### src/rtl/stream_ctrl_pkg.sv
// Shared types and default sizing for the streaming job controller.
package stream_ctrl_pkg;

    localparam int VECT_DEF         = 8;
    localparam int ADDRW_DEF        = 32;
    localparam int NINPUTS_DEF      = 2;
    localparam int WIW_DEF          = 16;
    localparam int MAX_INFLIGHT_DEF = 64;

    typedef enum logic [1:0] {
        IDLE  = 2'd0,
        RUN   = 2'd1,
        DRAIN = 2'd2,
        DONE  = 2'd3
    } ctrl_state_t;

endpackage

### src/rtl/stream_job_ctrl_if.sv
// Kernel-facing stream and write-sink signals of the job controller.
interface stream_job_ctrl_if #(
    parameter int ADDRW   = 32,
    parameter int NINPUTS = 2
);
    // Valid/ready: a transfer happens in any cycle where valid and ready are both high;
    // once valid rises, it and its payload hold until that transfer. The input side
    // transfers only when every k_s_tready bit is high.
    logic [NINPUTS-1:0] k_s_tvalid;
    logic [NINPUTS-1:0] k_s_tready;
    logic [ADDRW-1:0]   rd_addr;
    logic               k_m_tvalid;
    logic               k_m_tready;
    logic               wr_ready;
    logic               wr_en;
    logic [ADDRW-1:0]   wr_addr;

    modport master (
        output k_s_tvalid, rd_addr, k_m_tready, wr_en, wr_addr,
        input  k_s_tready, k_m_tvalid, wr_ready
    );

    modport slave (
        input  k_s_tvalid, rd_addr, k_m_tready, wr_en, wr_addr,
        output k_s_tready, k_m_tvalid, wr_ready
    );

endinterface

### src/rtl/beat_addr_ctr.sv
// VECT-step element address counter that wraps after the last beat of a work instance.
module beat_addr_ctr
    import stream_ctrl_pkg::*;
#(
    parameter int VECT  = VECT_DEF,
    parameter int ADDRW = ADDRW_DEF
) (
    input  logic             clk,
    input  logic             rst,
    input  logic             clr,
    input  logic             en,
    input  logic [ADDRW-1:0] size,
    output logic [ADDRW-1:0] addr,
    output logic             wrap
);

    localparam logic [ADDRW-1:0] STEP = ADDRW'(VECT);

    assign wrap = en && (addr == size - STEP);

    always_ff @(posedge clk or posedge rst) begin
        if (rst) begin
            addr <= '0;
        end else if (clr) begin
            addr <= '0;
        end else if (en) begin
            addr <= wrap ? '0 : addr + STEP;
        end
    end

endmodule

### src/rtl/stream_job_ctrl.sv
// Job sequencer: issues input beats to the kernel, collects output beats, counts work instances.
module stream_job_ctrl
    import stream_ctrl_pkg::*;
#(
    parameter int VECT         = VECT_DEF,
    parameter int ADDRW        = ADDRW_DEF,
    parameter int NINPUTS      = NINPUTS_DEF,
    parameter int WIW          = WIW_DEF,
    parameter int MAX_INFLIGHT = MAX_INFLIGHT_DEF
) (
    input  logic             aclk,
    input  logic             areset,
    input  logic             start,
    input  logic [ADDRW-1:0] cfg_size,
    input  logic [WIW-1:0]   cfg_nwi,
    output logic             busy,
    output logic             done,
    output logic             cfg_err,
    output logic [WIW-1:0]   wi_count,
    output ctrl_state_t      dbg_state,
    stream_job_ctrl_if.master io
);

    localparam int              IFW    = $clog2(MAX_INFLIGHT + 1);
    localparam logic [IFW-1:0]  IF_MAX = IFW'(MAX_INFLIGHT);

    ctrl_state_t      state, state_nxt;
    logic [ADDRW-1:0] size_q;
    logic [WIW-1:0]   nwi_q;
    logic [WIW-1:0]   issued_q;
    logic [IFW-1:0]   inflight_q;
    logic             hold_q;
    logic             err_q;

    logic             cfg_bad, start_ok, counting;
    logic             s_valid, accept, wr_fire;
    logic             rd_wrap, wr_wrap, issue_last, out_last;
    logic [ADDRW-1:0] rd_addr_w, wr_addr_w;

    assign cfg_bad  = (cfg_size == '0) || ((cfg_size % ADDRW'(VECT)) != '0) || (cfg_nwi == '0);
    assign start_ok = (state == IDLE) && start && !cfg_bad;
    assign counting = (state == RUN) || (state == DRAIN);

    // A beat already offered stays offered even if the inflight limit is hit meanwhile.
    assign s_valid  = (state == RUN) && (hold_q || (inflight_q < IF_MAX));
    assign accept   = s_valid && (&io.k_s_tready);
    assign wr_fire  = io.wr_en && counting;

    assign io.k_s_tvalid = {NINPUTS{s_valid}};
    assign io.k_m_tready = busy && io.wr_ready;
    assign io.wr_en      = io.k_m_tvalid && io.k_m_tready;
    assign io.rd_addr    = rd_addr_w;
    assign io.wr_addr    = wr_addr_w;

    assign busy      = (state != IDLE);
    assign done      = (state == DONE);
    assign cfg_err   = err_q;
    assign dbg_state = state;

    assign issue_last = rd_wrap && ((issued_q + WIW'(1)) == nwi_q);
    assign out_last   = wr_wrap && ((wi_count + WIW'(1)) == nwi_q);

    beat_addr_ctr #(.VECT(VECT), .ADDRW(ADDRW)) u_rd_ctr (
        .clk  (aclk),
        .rst  (areset),
        .clr  (start_ok),
        .en   (accept),
        .size (size_q),
        .addr (rd_addr_w),
        .wrap (rd_wrap)
    );

    beat_addr_ctr #(.VECT(VECT), .ADDRW(ADDRW)) u_wr_ctr (
        .clk  (aclk),
        .rst  (areset),
        .clr  (start_ok),
        .en   (wr_fire),
        .size (size_q),
        .addr (wr_addr_w),
        .wrap (wr_wrap)
    );

    always_comb begin
        state_nxt = state;
        case (state)
            IDLE:    if (start_ok) state_nxt = RUN;
            RUN: begin
                if (out_last)        state_nxt = DONE;
                else if (issue_last) state_nxt = DRAIN;
            end
            DRAIN:   if (out_last) state_nxt = DONE;
            DONE:    state_nxt = IDLE;
            default: state_nxt = IDLE;
        endcase
    end

    always_ff @(posedge aclk or posedge areset) begin
        if (areset) begin
            state      <= IDLE;
            size_q     <= '0;
            nwi_q      <= '0;
            issued_q   <= '0;
            wi_count   <= '0;
            inflight_q <= '0;
            hold_q     <= 1'b0;
            err_q      <= 1'b0;
        end else begin
            state  <= state_nxt;
            err_q  <= (state == IDLE) && start && cfg_bad;
            hold_q <= s_valid && !accept;
            if (start_ok) begin
                size_q     <= cfg_size;
                nwi_q      <= cfg_nwi;
                issued_q   <= '0;
                wi_count   <= '0;
                inflight_q <= '0;
            end else begin
                if (rd_wrap) issued_q <= issued_q + WIW'(1);
                if (wr_wrap) wi_count <= wi_count + WIW'(1);
                case ({accept, wr_fire})
                    2'b10:   inflight_q <= inflight_q + IFW'(1);
                    2'b01:   inflight_q <= inflight_q - IFW'(1);
                    default: inflight_q <= inflight_q;
                endcase
            end
        end
    end

endmodule

### src/flat_wrapper.sv
// flat-port wrapper written by rule: the top's interface ports become plain ports
module stream_job_ctrl_flat import stream_ctrl_pkg::*;
#(
    parameter int VECT         = VECT_DEF,
    parameter int ADDRW        = ADDRW_DEF,
    parameter int NINPUTS      = NINPUTS_DEF,
    parameter int WIW          = WIW_DEF,
    parameter int MAX_INFLIGHT = MAX_INFLIGHT_DEF
)
  (aclk, areset, start, cfg_size, cfg_nwi, busy, done, cfg_err, wi_count, dbg_state, io_k_s_tvalid, io_rd_addr, io_k_m_tready, io_wr_en, io_wr_addr, io_k_s_tready, io_k_m_tvalid, io_wr_ready);
  stream_job_ctrl_if #(.ADDRW(ADDRW), .NINPUTS(NINPUTS)) io_i ();
  input  logic aclk;
  input  logic areset;
  input  logic start;
  input  logic [ADDRW-1:0] cfg_size;
  input  logic [WIW-1:0] cfg_nwi;
  output logic busy;
  output logic done;
  output logic cfg_err;
  output logic [WIW-1:0] wi_count;
  output ctrl_state_t dbg_state;
  output wire logic [$bits(io_i.k_s_tvalid)-1:0] io_k_s_tvalid;
  output wire logic [$bits(io_i.rd_addr)-1:0] io_rd_addr;
  output wire logic [$bits(io_i.k_m_tready)-1:0] io_k_m_tready;
  output wire logic [$bits(io_i.wr_en)-1:0] io_wr_en;
  output wire logic [$bits(io_i.wr_addr)-1:0] io_wr_addr;
  input wire logic [$bits(io_i.k_s_tready)-1:0] io_k_s_tready;
  input wire logic [$bits(io_i.k_m_tvalid)-1:0] io_k_m_tvalid;
  input wire logic [$bits(io_i.wr_ready)-1:0] io_wr_ready;
  assign io_k_s_tvalid = io_i.k_s_tvalid;
  assign io_rd_addr = io_i.rd_addr;
  assign io_k_m_tready = io_i.k_m_tready;
  assign io_wr_en = io_i.wr_en;
  assign io_wr_addr = io_i.wr_addr;
  assign io_i.k_s_tready = io_k_s_tready;
  assign io_i.k_m_tvalid = io_k_m_tvalid;
  assign io_i.wr_ready = io_wr_ready;
  stream_job_ctrl #(.VECT(VECT), .ADDRW(ADDRW), .NINPUTS(NINPUTS), .WIW(WIW), .MAX_INFLIGHT(MAX_INFLIGHT)) u_core (.aclk(aclk), .areset(areset), .start(start), .cfg_size(cfg_size), .cfg_nwi(cfg_nwi), .busy(busy), .done(done), .cfg_err(cfg_err), .wi_count(wi_count), .dbg_state(dbg_state), .io(io_i));
endmodule
### config.mk
export PLATFORM = sky130hd
export DESIGN_NAME = stream_job_ctrl_flat
export DESIGN_NICKNAME = d
export VERILOG_FILES = /design/src/rtl/stream_ctrl_pkg.sv /design/src/rtl/stream_job_ctrl_if.sv /design/src/rtl/beat_addr_ctr.sv /design/src/rtl/stream_job_ctrl.sv /design/src/flat_wrapper.sv
export SDC_FILE = /design/constraint.sdc
export NUM_CORES = 1
export LEC_CHECK = 0
export ABC_AREA = 1
export CAP_MARGIN = 20
export CORE_MARGIN = 2
export CORE_UTILIZATION = 55
export DETAILED_ROUTE_END_ITERATION = 12
export GPL_TIMING_DRIVEN = 1
export PLACE_DENSITY = 0.85
export SLEW_MARGIN = 20
export SYNTH_ARGS = -nofsm -noshare
export SYNTH_HDL_FRONTEND = slang
export SYNTH_SLANG_ARGS = --single-unit
### constraint.sdc
create_clock -name aclk -period 6.2 [get_ports aclk]
set_clock_uncertainty 0.2 [all_clocks]
set_input_delay 1.24 -clock aclk [delete_from_list [all_inputs] [get_ports aclk]]
set_output_delay 1.24 -clock aclk [all_outputs]
set_load 0.005 [all_outputs]
== After elaboration in Yosys (flattened, before gate mapping) ==
Index checks and enable logic that the tools add are counted.

* Flip-flop bits (word level): 155
* Input port bits: 55

* $add $sub $neg: 7
* $lt $le $gt $ge: 1
* Eq/ne operators: 12
* Multiplexer cells: 17
* Reduce and logical (&&, ||, !) cells: 31

{| class="wikitable"
|+ Operator list
! cell !! count
|-
| 32-bit 2-to-1 mux || 6
|-
| 32-bit by 4-bit adder with 32-bit output (second input constant) || 2
|-
| 32-bit equality test || 2
|-
| 16-bit 2-to-1 mux || 4
|-
| 16-bit by 1-bit adder with 16-bit output (second input constant) || 2
|-
| 16-bit equality test || 2
|-
| 32-bit logical NOT || 1
|-
| 32-bit nonzero test || 1
|-
| 32-bit by 4-bit subtractor with 32-bit output (second input constant) || 1
|-
| 16-bit logical NOT || 1
|-
| 7-bit one-hot mux with 2 select lines || 1
|-
| 1-bit logical AND || 13
|-
| 2-bit nonzero test || 5
|-
| 2-bit 2-to-1 mux || 4
|-
| 2-bit one-hot mux with 4 select lines || 1
|-
| 7-bit by 1-bit adder with 7-bit output (second input constant) || 1
|-
| 7-bit less-than comparator (second input constant) || 1
|-
| 7-bit 2-to-1 mux || 1
|-
| 7-bit by 1-bit subtractor with 7-bit output (second input constant) || 1
|-
| 2-bit equality test (second input constant) || 3
|-
| 2-bit by 1-bit equality test with 1-bit output (second input constant) || 2
|-
| 1-bit logical OR || 4
|-
| 2-bit by 1-bit inequality test with 1-bit output (second input constant) || 2
|-
| 3-bit by 1-bit inequality test with 1-bit output (second input constant) || 1
|-
| other kinds (5) || 6
|}

== Logic depth before layout (Yosys ltp) ==
Gate-level depths: netlist of the first run.

* Depth after elaboration: 9
* Mapped depth: 22
* Gate-level depth less buffers: 21

== By module ==
A second synthesis of the first run with hierarchy kept.

* Cells, all modules: 1969
* Area, all modules: 12585.8 µm²

{| class="wikitable"
|+ Modules (own cells, without submodules)
! module !! times used !! cells each !! area an instance (µm²) !! sequential area each (µm²)
|-
| beat_addr_ctr || 2 || 604 || 3550.9 || 725.7
|-
| stream_job_ctrl || 1 || 761 || 5484.0 || 2277.2
|}

== Worst setup path after synthesis of the first run ==
Ideal clock, no wire load.

* Path type: input-to-reg
* Start point: input port io_wr_ready
* End point: register u_core.inflight_q[6]
* Setup time: 0.130 ns
* Arrival: 3.259 ns
* Required time: 5.870 ns
* Slack: 2.612 ns
* Cell stages on the path: 15
* Buffers on the path: 0
* Cells stage by stage: inv_1 nor2_1 nand2_1 inv_1 nand2_1 inv_1 ha_1 ha_1 nand2_1 nor2_1 a211oi_1 o21ai_0 a21oi_1 xor2_1 o22ai_1

* Cells in the longest elaborated chain, start to end: 6
* Elaborated cells between the ends (all ways): 8
* Those cells by class: 2 x eq/ne; 2 x mux; 4 x reduce/logical

{| class="wikitable"
|+ Ends and longest elaborated chain
! element !! RTL line !! RTL
|-
| from (decl) || flat_wrapper.sv:29 || <nowiki>input wire logic [$bits(io_i.wr_ready)-1:0] io_wr_ready;</nowiki>
|-
| 1-bit logical AND * || stream_job_ctrl.sv:50 || <nowiki>assign io.k_m_tready = busy && io.wr_ready;</nowiki>
|-
| net io_k_m_tready || flat_wrapper.sv:24 || <nowiki>output wire logic [$bits(io_i.k_m_tready)-1:0] io_k_m_tready;</nowiki>
|-
| 1-bit logical AND * || stream_job_ctrl.sv:51 || <nowiki>assign io.wr_en = io.k_m_tvalid && io.k_m_tready;</nowiki>
|-
| net io_wr_en || flat_wrapper.sv:25 || <nowiki>output wire logic [$bits(io_i.wr_en)-1:0] io_wr_en;</nowiki>
|-
| 1-bit logical AND * || stream_job_ctrl.sv:47 || <nowiki>assign wr_fire = io.wr_en && counting;</nowiki>
|-
| 2-bit by 1-bit equality test with 1-bit output / 2-bit equality test (equally long branches) || stream_job_ctrl.sv:120 || <nowiki>case ({accept, wr_fire})</nowiki>
|-
| 7-bit one-hot mux with 2 select lines || stream_job_ctrl.sv:120 ||
|-
| 7-bit 2-to-1 mux || stream_job_ctrl.sv:111 || <nowiki>if (start_ok) begin</nowiki>
|-
| to (signal assigned) || stream_job_ctrl.sv:121 || <nowiki>2'b10: inflight_q <= inflight_q + IFW'(1);</nowiki>
|-
| to (signal assigned) || stream_job_ctrl.sv:122 || <nowiki>2'b01: inflight_q <= inflight_q - IFW'(1);</nowiki>
|-
| to (signal assigned) || stream_job_ctrl.sv:123 || <nowiki>default: inflight_q <= inflight_q;</nowiki>
|-
| to (decl) || stream_job_ctrl.sv:31 || <nowiki>logic [IFW-1:0] inflight_q;</nowiki>
|}

Mark *: on every way through the listed nets, which the timed path passes. The rest lies on a longest branch.
A chain may end at the register's enable or synchronous reset.

== Final worst setup path of the first run ==
* Start point: input port cfg_size[7]
* End point: register u_core.u_wr_ctr.addr[24]

* Cells in the longest elaborated chain, start to end: 6
* Elaborated cells between the ends (all ways): 7
* Those cells by class: 1 x mux; 6 x reduce/logical

{| class="wikitable"
|+ Ends and longest elaborated chain
! element !! RTL line !! RTL
|-
| from (decl) || flat_wrapper.sv:15 || <nowiki>input logic [ADDRW-1:0] cfg_size;</nowiki>
|-
| 32-bit logical NOT * || stream_job_ctrl.sv:40 || <nowiki>assign cfg_bad = (cfg_size == '0) || ((cfg_size % ADDRW'(VECT)) != '0) || (cfg_nwi == '0);</nowiki>
|-
| 1-bit logical OR * (2 in series) || stream_job_ctrl.sv:40 ||
|-
| 1-bit logical NOT * || stream_job_ctrl.sv:41 || <nowiki>assign start_ok = (state == IDLE) && start && !cfg_bad;</nowiki>
|-
| 1-bit logical AND * || stream_job_ctrl.sv:41 ||
|-
| 32-bit 2-to-1 mux / 2-bit nonzero test (equally long branches) || - ||
|-
| to (signal assigned) || beat_addr_ctr.sv:27 || <nowiki>addr <= wrap ? '0 : addr + STEP;</nowiki>
|-
| to (decl) || beat_addr_ctr.sv:13 || <nowiki>output logic [ADDRW-1:0] addr,</nowiki>
|}

Every way passes the cells marked *; elsewhere a longest branch is shown, timed or not.

==> run summary, run 1 <==
- **result of the run** finished clean
- **First DRT Iteration DRCs** 1,103
- **number of placed I/O pins** 144
- **setup violators final** 0
- **clock tree from TritonCTS** done
- **accumulated negative setup slack** 0 ns
- **instance area after placement** 12,100 µm²
- **Post CTS Setup Buffer Count** 0
- **cts repair resizes** 0
- **Worst Path Arrival** 4.77 ns
- **static power due to leakage** 5.94 nW
- **number of vias after detailed routing** 10.9k
- **setup repair after global routing missed its margin** no
- **largest family of logic cells by synthesized area** simple AND/OR/NAND/NOR gates
- **Worst-path clk slew** 0.06 ns
- **CTS H-tree depth** 4
- **area share of xor/xnor cells in the synthesized design** 6.45%
- **combined area of all synthesized cells** 10,500 µm²
- **post-DP HPWL** 24,800 µm
- **fraction of final layout cells sized beyond drive strength 1** 6.18%
- **area share of the leading cell type in the synthesized netlist** 35.4%
- **Area Overhead vs Synth** 20.3%
- **fraction of met1 tracks used by global routing** 44.9%
- **final core occ** 67.5%
- **Total Wirelength** 32,300 µm
- **Cell variety after synth** 51
- **startpoint of the worst setup timing path** cfg_size[7]
- **CP required** 6.33 ns
- **Fill cells** 1,562
- **Max-Slew Margin vs Limit** 43.4%
- **final hold viol count** 0
- **CTS root buf** clkbuf_16
- **vertical die dimension** 142 µm
- **highest attainable clock frequency** 216 MHz
- **post-synthesis adder-cell area fraction** 1.97%
- **total routing usage reported by global routing** 32.2%
- **Period Utilization, post-route** 74.8%
- **launch point of the worst hold path** u_core.size_q[1]
- **critical path start-end classification** in -> reg
- **standard-cell row count** 50
- **nets@finish** 1,726
- **Clk Latency, worst-skew pair** 0.45 ns
- **Max Transition Viols Final** 0
- **dominant register cell in the synthesized netlist** dfrtp_1
- **syn avg cell area** 6.91 µm²
- **width of the die** 142 µm
- **Cells after Synth** 1,524
- **largest cells by area after synthesis** dfrtp_1 (35%), nand2_1 (16%), inv_1 (7.2%)
- **post-synthesis simple-gate area fraction** 36.7%
- **highest-count cells in the layout ignoring fill and taps** nand2_1 (445), inv_1 (202), dfrtp_1 (149)
- **first-pass GRT wire length** 51,100 µm
- **Power Dens Cells** 457 nW/µm²
- **number of hold buffers added after cts** 0
- **mux cell area share after synthesis** 0%
- **Tightest Hold Check Type** reg -> reg
- **buffers from clock root to sink, at most** 2
- **global route total overflow** 0
- **die area** 20,300 µm²
- **drt first pass iters** 6
- **flip-flop and latch count after synthesis** 149
- **async set or reset register ratio after synthesis** 100%
- **met2 track utilization from global routing** 50.3%
- **clock buffers created by TritonCTS** 17
- **total number of clock tree sinks** 149
- **area fraction in compound gates after synthesis** 10.0%
- **Worst R2R Start** u_core.size_q[3]
- **crit path time final** 4.64 ns
- **initial core utilization** 56.1%
- **number of global-route vias before repair** 10.1k
- **number of antenna violations at the first check in global routing** 0
- **pin count of the biggest net entering global routing** 73
- **worst IR drop on VDD** 268 µV
- **number of enable flip-flop cells after synthesis** 0
- **post-layout total power** 0.00580 W
- **final RePlAce weighted congestion** 0.980
- **register area share after synthesis** 35.4%
- **final non-filler cell area** 12,700 µm²
- **detailed-route DRC error count** 0
- **CP Capture Type** flop
- **most common cell after layout, fill and taps aside** nand2_1
- **most crowded layer after global routing** met2
- **GR met3 Demand/Resource** 6.26%
- **area of the core region** 18,800 µm²
- **Critical Path Source Type** input pin
- **worst slew pin tran** 0.845 ns
- **routed wire length per instance** 17.0 µm
- **count of nets left with antenna violations after detail routing** 0
- **buffers added on ports** 137
- **count of inserted antenna diode cells** 0
- **count of maximum capacitance violations** 0
- **mean number of vias per cell** 5.74
- **count of warnings emitted by yosys** 0
- **cell type with the largest total area after synthesis** dfrtp_1
- **Worst Path Max Fanout** 46
## logic make-up after synthesis
group / Yosys count
adders and majority gates: 16
AOI/OAI and AO/OA: 184
xor gates and xnor gates: 76
DFF: 149
buffers and inverters: 243
and+or+nand+nor: 855
other: 1
## worst max-delay path, cell delays in order
cell,delay (ns)
clkdlybuf4s50_1,0.39
inv_1,0.08
nand4_1,0.28
nor4_1,0.68
a41oi_1,0.30
nand2_2,0.40
inv_2,0.42
nor2_2,0.57
nand2_2,0.20
o22ai_1,0.19
## through the flow
step	instances	hold WS [ns]	setup WS (ns)
detailed placement	1870	0.257	1.31
finish	1901	0.273	1.56
global placement	1870	0.250	1.31
CTS	1901	0.273	1.76
global route	1901	0.313	1.27
floorplan	1529	0.237	0.752
## layer usage
metal	part of all wire, %	routed length [µm]
met1	43	13800
met2	45	14400
met3	9.4	3050
met4	3.3	1060
met5	0	0
## final cells by class
cell class / instances / area, µm² / share of cell area, %
clock inverters: 12 / 178 / 1.40
repair buffers: 142 / 1410 / 11.1
flip-flops and latches: 149 / 3730 / 29.4
inverters: 208 / 788 / 6.22
multi-input cells: 1137 / 5840 / 46.1
well taps: 234 / 293 / 2.31
clock buffers: 19 / 433 / 3.42
## path summary, 6_finish.rpt
path / cells past startpoint / to / slack [ns]
hold / removal: 2 / u_core.size_q[1] / 0.27
setup reg to reg: 16 / u_core.u_wr_ctr.addr[24] / 2.21
hold reg to reg: 2 / u_core.size_q[1] / 0.27
max in group asynchronous: 3 / u_core.nwi_q[14] / 3.67
setup / recovery: 10 / u_core.u_wr_ctr.addr[24] / 1.56
min in group asynchronous: 2 / u_core.u_rd_ctr.addr[9] / 1.09
## synthesized netlist by cell type (4+ instances only)
library cell    n
clkbuf_1       18
nand3_2        10
o31ai_1         6
nand2_1       446
nand4_1        42
buf_4          13
xnor2_1         5
nor2_2         14
o21ai_1        20
nor2_4          5
o22ai_1        39
nor2_1        143
xor2_1         70
nor3_1         20
nand3b_1        6
nand2_4         5
nand3_1       122
or2_2           6
o21bai_1        4
nor2_8          4
o21ai_0        89
nand2_2         9
inv_1         203
a21oi_1         8
and2_1          4
dfrtp_1       149
ha_1           15
nor4_1         13
## power by group
group / total, W / internal, W / switching, W
combinational: 0.00276 / 0.00114 / 0.00162
clock: 0.00112 / 0.000672 / 0.000443
sequential: 0.00192 / 0.00134 / 0.000575
## registers in the layout, indices dropped and copies added, names as in the netlist
| register | count |
|---|---|
| u_core.wi_count | 16 |
| u_core.issued_q | 16 |
| u_core.u_wr_ctr.addr | 29 |
| u_core.inflight_q | 7 |
| u_core.cfg_err | 1 |
| u_core.dbg_state | 2 |
| u_core.u_rd_ctr.addr | 29 |
| u_core.hold_q | 1 |
| u_core.size_q | 32 |
| u_core.nwi_q | 16 |
No activity file was read; power rests on OpenSTA's default activity.
==> run 2, diff against run 1 <==
==> constraint.sdc (replaced) <==
create_clock -name aclk -period 4.8 [get_ports aclk]
set_clock_uncertainty 0.2 [all_clocks]
set_input_delay 0.96 -clock aclk [delete_from_list [all_inputs] [get_ports aclk]]
set_output_delay 0.96 -clock aclk [all_outputs]
set_load 0.005 [all_outputs]
==> run 2 against run 1 <==
  * Clock-buffer cell count up 1
  * Via count is 0.27% lower
  * Flip-flop and latch count is the same
  * Global-route usage increased by 0.43 points
  * Highest routed layer unchanged
==> run summary, run 2 (synthesis gave the netlist of run 1 again) <==
- **pin count of the biggest net entering global routing** 67, -8.2%
- **initial core utilization** 56.1%, unchanged
- **result of the run** finished clean
- **most common cell after layout, fill and taps aside** nand2_1
- **die area** 20,300 µm², unchanged
- **CTS H-tree depth** 4, unchanged
- **count of maximum capacitance violations** 0, unchanged
- **fraction of final layout cells sized beyond drive strength 1** 6.40%, +0.22 points
- **final hold viol count** 0, unchanged
- **global route total overflow** 0, unchanged
- **highest-count cells in the layout ignoring fill and taps** nand2_1 (445), inv_1 (202), dfrtp_1 (149)
- **worst slew pin tran** 0.879 ns, +0.0336 ns
- **static power due to leakage** 5.93 nW, about the same
- **detailed-route DRC error count** 0, unchanged
- **Worst Path Max Fanout** 11, -76%
- **Regs by FF count** u_core.size_q (32), u_core.u_rd_ctr.addr (29), u_core.u_wr_ctr.addr (29)
- **first-pass GRT wire length** 52,000 µm, +1.8%
- **count of inserted antenna diode cells** 0, unchanged
- **cell-by-cell listing of the critical path** inv_1 > ha_1 > nand2_1 > nor2_1 > nand3_2 > o21bai_2 > nand2_1 > nand2_1 > nand4_1 > nor2_1 > nand3_1 > nor2_2 > nor2_2 > nand2_2 > o22ai_1
- **CP Capture Type** flop
- **highest attainable clock frequency** 261 MHz
- **flip-flop count of the largest register after layout** 32, unchanged
- **Most flops, register** u_core.size_q
- **Max stage delay on crit path** 0.45 ns, -0.23 ns
- **cell with the biggest individual delay on the critical path** dfrtp_1
- **final critical-path setup slack** 0.975 ns, -0.589 ns
- **number of global-route vias before repair** 9,949, -1.5%
- **Area Overhead vs Synth** 20.2%, about the same
- **setup repair after global routing missed its margin** no
- **vertical die dimension** 142 µm, unchanged
- **routed wire length per instance** 17.1 µm, +0.40%
- **Total Wirelength** 32,500 µm, +0.61%
- **Critical Path Source Type** flop
- **final core occ** 67.5%, about the same
- **Worst Path Arrival** 3.93 ns, -0.84 ns
- **Clk Latency, worst-skew pair** 0.43 ns, -0.02 ns
- **width of the die** 142 µm, unchanged
- **number of vias after detailed routing** 10.9k, -0.27%
- **First DRT Iteration DRCs** 1,174, +6.4%
- **nets@finish** 1,729, +0.17%
- **buffers added on ports** 137, unchanged
- **number of hold buffers added after cts** 0, unchanged
- **area of the core region** 18,800 µm², unchanged
- **Power Dens Cells** 584 nW/µm², +28%
- **drt first pass iters** 5, -1
- **Max Transition Viols Final** 0, unchanged
- **Worst-path clk slew** 0.06 ns, about the same
- **worst IR drop on VDD** 314 µV, +17%
- **clock tree from TritonCTS** done
- **setup violators final** 0, unchanged
- **CTS root buf** clkbuf_16
- **Worst R2R Setup Slack** 0.98 ns, -1.23 ns
- **total routing usage reported by global routing** 32.7%, +0.43 points
- **clock buffers created by TritonCTS** 17, unchanged
- **Max-Slew Margin vs Limit** 41.3%, -2.2 points
- **Period Utilization, post-route** 79.7%
- **Tightest Hold Check Type** reg -> reg
- **count of nets left with antenna violations after detail routing** 0, unchanged
- **worst slack, placed** 0.710 ns, -0.596 ns
- **number of antenna violations at the first check in global routing** 0, unchanged
- **cell seen most often among critical-path stages** nand2_1
- **Post CTS Setup Buffer Count** 0, unchanged
- **CP required** 4.90 ns, -1.43 ns
- **cts repair resizes** 0, unchanged
- **number of placed I/O pins** 144, unchanged
- **standard-cell row count** 50, unchanged
- **Layout Cells excl Fill** 1,905, +0.21%
- **final RePlAce weighted congestion** 0.988, +0.88%
- **buffers from clock root to sink, at most** 2, unchanged
- **number of placed instances, taps included** 1,873, +0.16%
- **total number of clock tree sinks** 149, unchanged
- **mean number of vias per cell** 5.71, -0.48%
- **accumulated negative setup slack** 0 ns, unchanged
- **crit path time final** 3.82 ns
- **critical path start-end classification** reg -> reg
- **post-DP HPWL** 25,200 µm, +1.5%
==> run 2: path summary, 6_finish.rpt <==
path	start	endpoint	cells past startpoint
max in group asynchronous	areset	u_core.nwi_q[7]	3
max reg2reg	u_core.size_q[3]	u_core.u_wr_ctr.addr[20]	15
min in group asynchronous	areset	u_core.issued_q[9]	2
min	u_core.size_q[0]	u_core.size_q[0]	2
min reg2reg	u_core.size_q[0]	u_core.size_q[0]	2
max	u_core.size_q[3]	u_core.u_wr_ctr.addr[20]	15
==> run 2: per-layer routing <==
metal  GRT usage (%)  wire, µm  vias up
li1                -         -     5192
met1            46.5     14200     5095
met2            50.6     14600      521
met3            5.45      2820       70
met4            11.3       936        0
met5               0         0        -
==> run 2: area by class of cell <==
cell class	count	area, µm²
fillers	1592	6100
multi-input cells	1137	5840
flip-flops and latches	149	3730
repair buffers	145	1440
inverters	208	787
clock buffers	20	447
well taps	234	293
clock inverters	12	129
==> run 2: report_power, final <==
group / switching [W] / total (W) / internal [W]
registers: 0.000761 / 0.00249 / 0.00173
clock network: 0.000550 / 0.00133 / 0.000778
logic: 0.00210 / 0.00358 / 0.00148
==> run 2: worst max-delay path: cells and delay by family (launching register included) <==
kind / cells / cell delay (ns)
flops: 1 / 0.45
simple gates: 11 / 2.19
fa+ha+maj: 1 / 0.36
compound gates: 2 / 0.35
buf+inv: 1 / 0.15
==> run 2: metrics by stage <==
step	instance area, µm²	hold WS, ns	power (W)
after floorplan	10600	0.237	0.00462
after global placement	12100	0.250	0.00588
after detailed placement	12100	0.254	0.00597
after CTS	12700	0.270	0.00733
after global routing	12700	0.296	0.00794
final	12700	0.275	0.00740
==> run 3, diff against run 2 <==
--- a/config.mk
+++ b/config.mk
@@ -8,10 +8,10 @@
 export ABC_AREA = 1
 export CAP_MARGIN = 20
 export CORE_MARGIN = 2
-export CORE_UTILIZATION = 55
+export CORE_UTILIZATION = 51
 export DETAILED_ROUTE_END_ITERATION = 12
 export GPL_TIMING_DRIVEN = 1
-export PLACE_DENSITY = 0.85
+export PLACE_DENSITY = 0.83
 export SLEW_MARGIN = 20
 export SYNTH_ARGS = -nofsm -noshare
 export SYNTH_HDL_FRONTEND = slang
==> constraint.sdc (replaced) <==
create_clock -name aclk -period 3.1 [get_ports aclk]
set_clock_uncertainty 0.2 [all_clocks]
set_input_delay 0.62 -clock aclk [delete_from_list [all_inputs] [get_ports aclk]]
set_output_delay 0.62 -clock aclk [all_outputs]
set_load 0.005 [all_outputs]
==> run 3 against run 2 <==
  * Sequential power is 56% higher
  * Final cell count is 5.4% higher
  * Combinational power up 72%
  * Clock-buffer cell count unchanged
  * Critical path depth up 1
  * First-iteration DRC count grew 14%
  * Setup slack got worse by 0.83 ns
  * Sequential share of layout area fell by 1.9 points
  * Via count increased by 3.8%
  * Flip-flop and latch count unchanged
==> run summary, run 3 (synthesis gave the netlist of run 1 again) <==
- **instance area after placement** 12,700 µm², +4.6%
- **worst slew pin tran** 0.514 ns, -0.365 ns
- **buffers from clock root to sink, at most** 2, unchanged
- **Worst R2R Setup Slack** 0.15 ns, -0.83 ns
- **pin count of the biggest net entering global routing** 55, -18%
- **vertical die dimension** 148 µm, +3.7%
- **Power Dens Cells** 909 nW/µm², +56%
- **drt first pass iters** 8, +3
- **Clk Latency, worst-skew pair** 0.43 ns, about the same
- **first-pass GRT wire length** 54,700 µm, +5.3%
- **count of maximum capacitance violations** 0, unchanged
- **clock buffers created by TritonCTS** 17, unchanged
- **number of antenna violations at the first check in global routing** 0, unchanged
- **number of global-route vias before repair** 10.6k, +6.4%
- **setup violators final** 0, unchanged
- **area of the core region** 20,200 µm², +7.8%
- **global route total overflow** 0, unchanged
- **First DRT Iteration DRCs** 1,337, +14%
- **Max Transition Viols Final** 0, unchanged
- **CP required** 3.22 ns, -1.68 ns
- **nets@finish** 1,795, +3.8%
- **Period Utilization, post-route** 95.2%, +16 points
- **highest attainable clock frequency** 339 MHz, +30%
- **Regs by FF count** u_core.size_q (32), u_core.u_rd_ctr.addr (29), u_core.u_wr_ctr.addr (29)
- **Critical Path Source Type** flop
- **Worst-path clk slew** 0.06 ns, about the same
- **flip-flop count of the largest register after layout** 32, unchanged
- **total number of clock tree sinks** 149, unchanged
- **Tightest Hold Check Type** reg -> reg
- **number of placed I/O pins** 144, unchanged
- **fraction of final layout cells sized beyond drive strength 1** 12.9%, +6.5 points
- **clock tree from TritonCTS** done
- **Most flops, register** u_core.size_q
- **result of the run** finished clean
- **worst IR drop on VDD** 464 µV, +48%
- **crit path time final** 2.95 ns, -0.873 ns
- **final non-filler cell area** 13,600 µm², +7.2%
- **number of vias after detailed routing** 11.3k, +3.8%
- **count of nets left with antenna violations after detail routing** 0, unchanged
- **most common cell after layout, fill and taps aside** nand2_1
- **CTS root buf** clkbuf_16
- **count of inserted antenna diode cells** 0, unchanged
- **CP Capture Type** flop
- **Total Wirelength** 34,300 µm, +5.4%
- **Max-Slew Margin vs Limit** 65.6%, +24 points
- **Fill cells** 1,663, +4.5%
- **CTS H-tree depth** 4, unchanged
- **static power due to leakage** 6.33 nW, +6.7%
- **area used by multi-input combinational logic** 6020 µm², +3.0%
- **total routing usage reported by global routing** 31.6%, -1.0 points
- **final RePlAce weighted congestion** 1.06, +7.8%
- **highest-count cells in the layout ignoring fill and taps** nand2_1 (442), inv_1 (199), clkdlybuf4s50_1 (137)
- **final hold viol count** 0, unchanged
- **Area Overhead vs Synth** 29.0%
- **die area** 21,800 µm², +7.6%
- **detailed-route DRC error count** 0, unchanged
- **standard-cell row count** 52, +4.0%
- **mean number of vias per cell** 5.63, -1.5%
- **initial core utilization** 52.1%, -4.1 points
- **Worst Path Arrival** 3.07 ns, -0.86 ns
- **routed wire length per instance** 17.1 µm, about the same
- **Min Hold Slack** 0.280 ns, +0.00453 ns
- **critical path start-end classification** reg -> reg
- **post-DP HPWL** 26,200 µm, +4.0%
- **Worst Path Max Fanout** 4, -7
- **buffers added on ports** 137, unchanged
- **width of the die** 148 µm, +3.7%
- **sequential standard cell area** 3740 µm², +0.44%
- **post-layout total power** 0.0124 W, +67%
run 3: metrics by stage:
stage | setup TNS [ns] | setup WS, ns | utilization, % | instances
after floorplan | 0 | 0.0000762 | - | 1529
after global placement | -0.544 | -0.176 | 62.5 | 1966
after detailed placement | -1.85 | -0.224 | 62.5 | 1966
after CTS | 0 | 0.0340 | 65.8 | 1998
after global routing | -0.108 | -0.0337 | 67.1 | 2007
final | 0 | 0.148 | 67.1 | 2007
run 3: timing repair:
action | 4_1_cts | 5_1_grt
endpoints found under the setup margin | 1 | 93
pin swaps | 0 | 6
gates cloned | 0 | 0
hold buffers | 0 | 0
buffers inserted | 0 | 9
gates resized for setup | 1 | 64
run 3: metal layers:
layer / wire length (µm) / GRT usage [%] / up-vias
met5: 0 / 0 / -
met4: 1220 / 13.1 / 0
li1: - / - / 5326
met2: 15200 / 48.2 / 599
met1: 14600 / 44.4 / 5277
met3: 3220 / 6.05 / 89
run 3: path summary, 6_finish.rpt:
check,from,endpoint,cells after the start
min in group asynchronous,areset,u_core.issued_q[0],2
min,u_core.size_q[1],u_core.size_q[1],2
max reg2reg,u_core.u_rd_ctr.addr[3],u_core.u_rd_ctr.addr[29],16
max in group asynchronous,areset,u_core.size_q[8],3
max,u_core.u_rd_ctr.addr[3],u_core.u_rd_ctr.addr[29],16
min reg2reg,u_core.size_q[1],u_core.size_q[1],2
run 3: area by class of cell:
cell class,count,area share [%]
well taps,270,2.49
clock inverters,12,1.39
multi-input cells,1137,44.3
clock buffers,20,3.43
repair buffers,211,15.0
flip-flops and latches,149,27.6
inverters,208,5.81
run 3: report_power, final:
group	switching [W]	internal (W)	total, W
sequential	0.00118	0.00270	0.00388
combinational	0.00356	0.00260	0.00615
clock	0.000892	0.00143	0.00232
total	0.00563	0.00672	0.0124
run 3: worst max-delay path, stage by stage (launching register included):
cell and delay, ns:
dfrtp_1 0.41, ha_2 0.22, nand3_2 0.11, nor2_1 0.11, nand2_1 0.10, nor2_2 0.14
nand3_1 0.14, nor2_2 0.17, nand2_1 0.15, nor2_2 0.16, nand3_2 0.12, nor2_4 0.13
nand3b_1 0.20, nor2_2 0.15, nand3_1 0.09, xor2_1 0.18, nor2_2 0.05
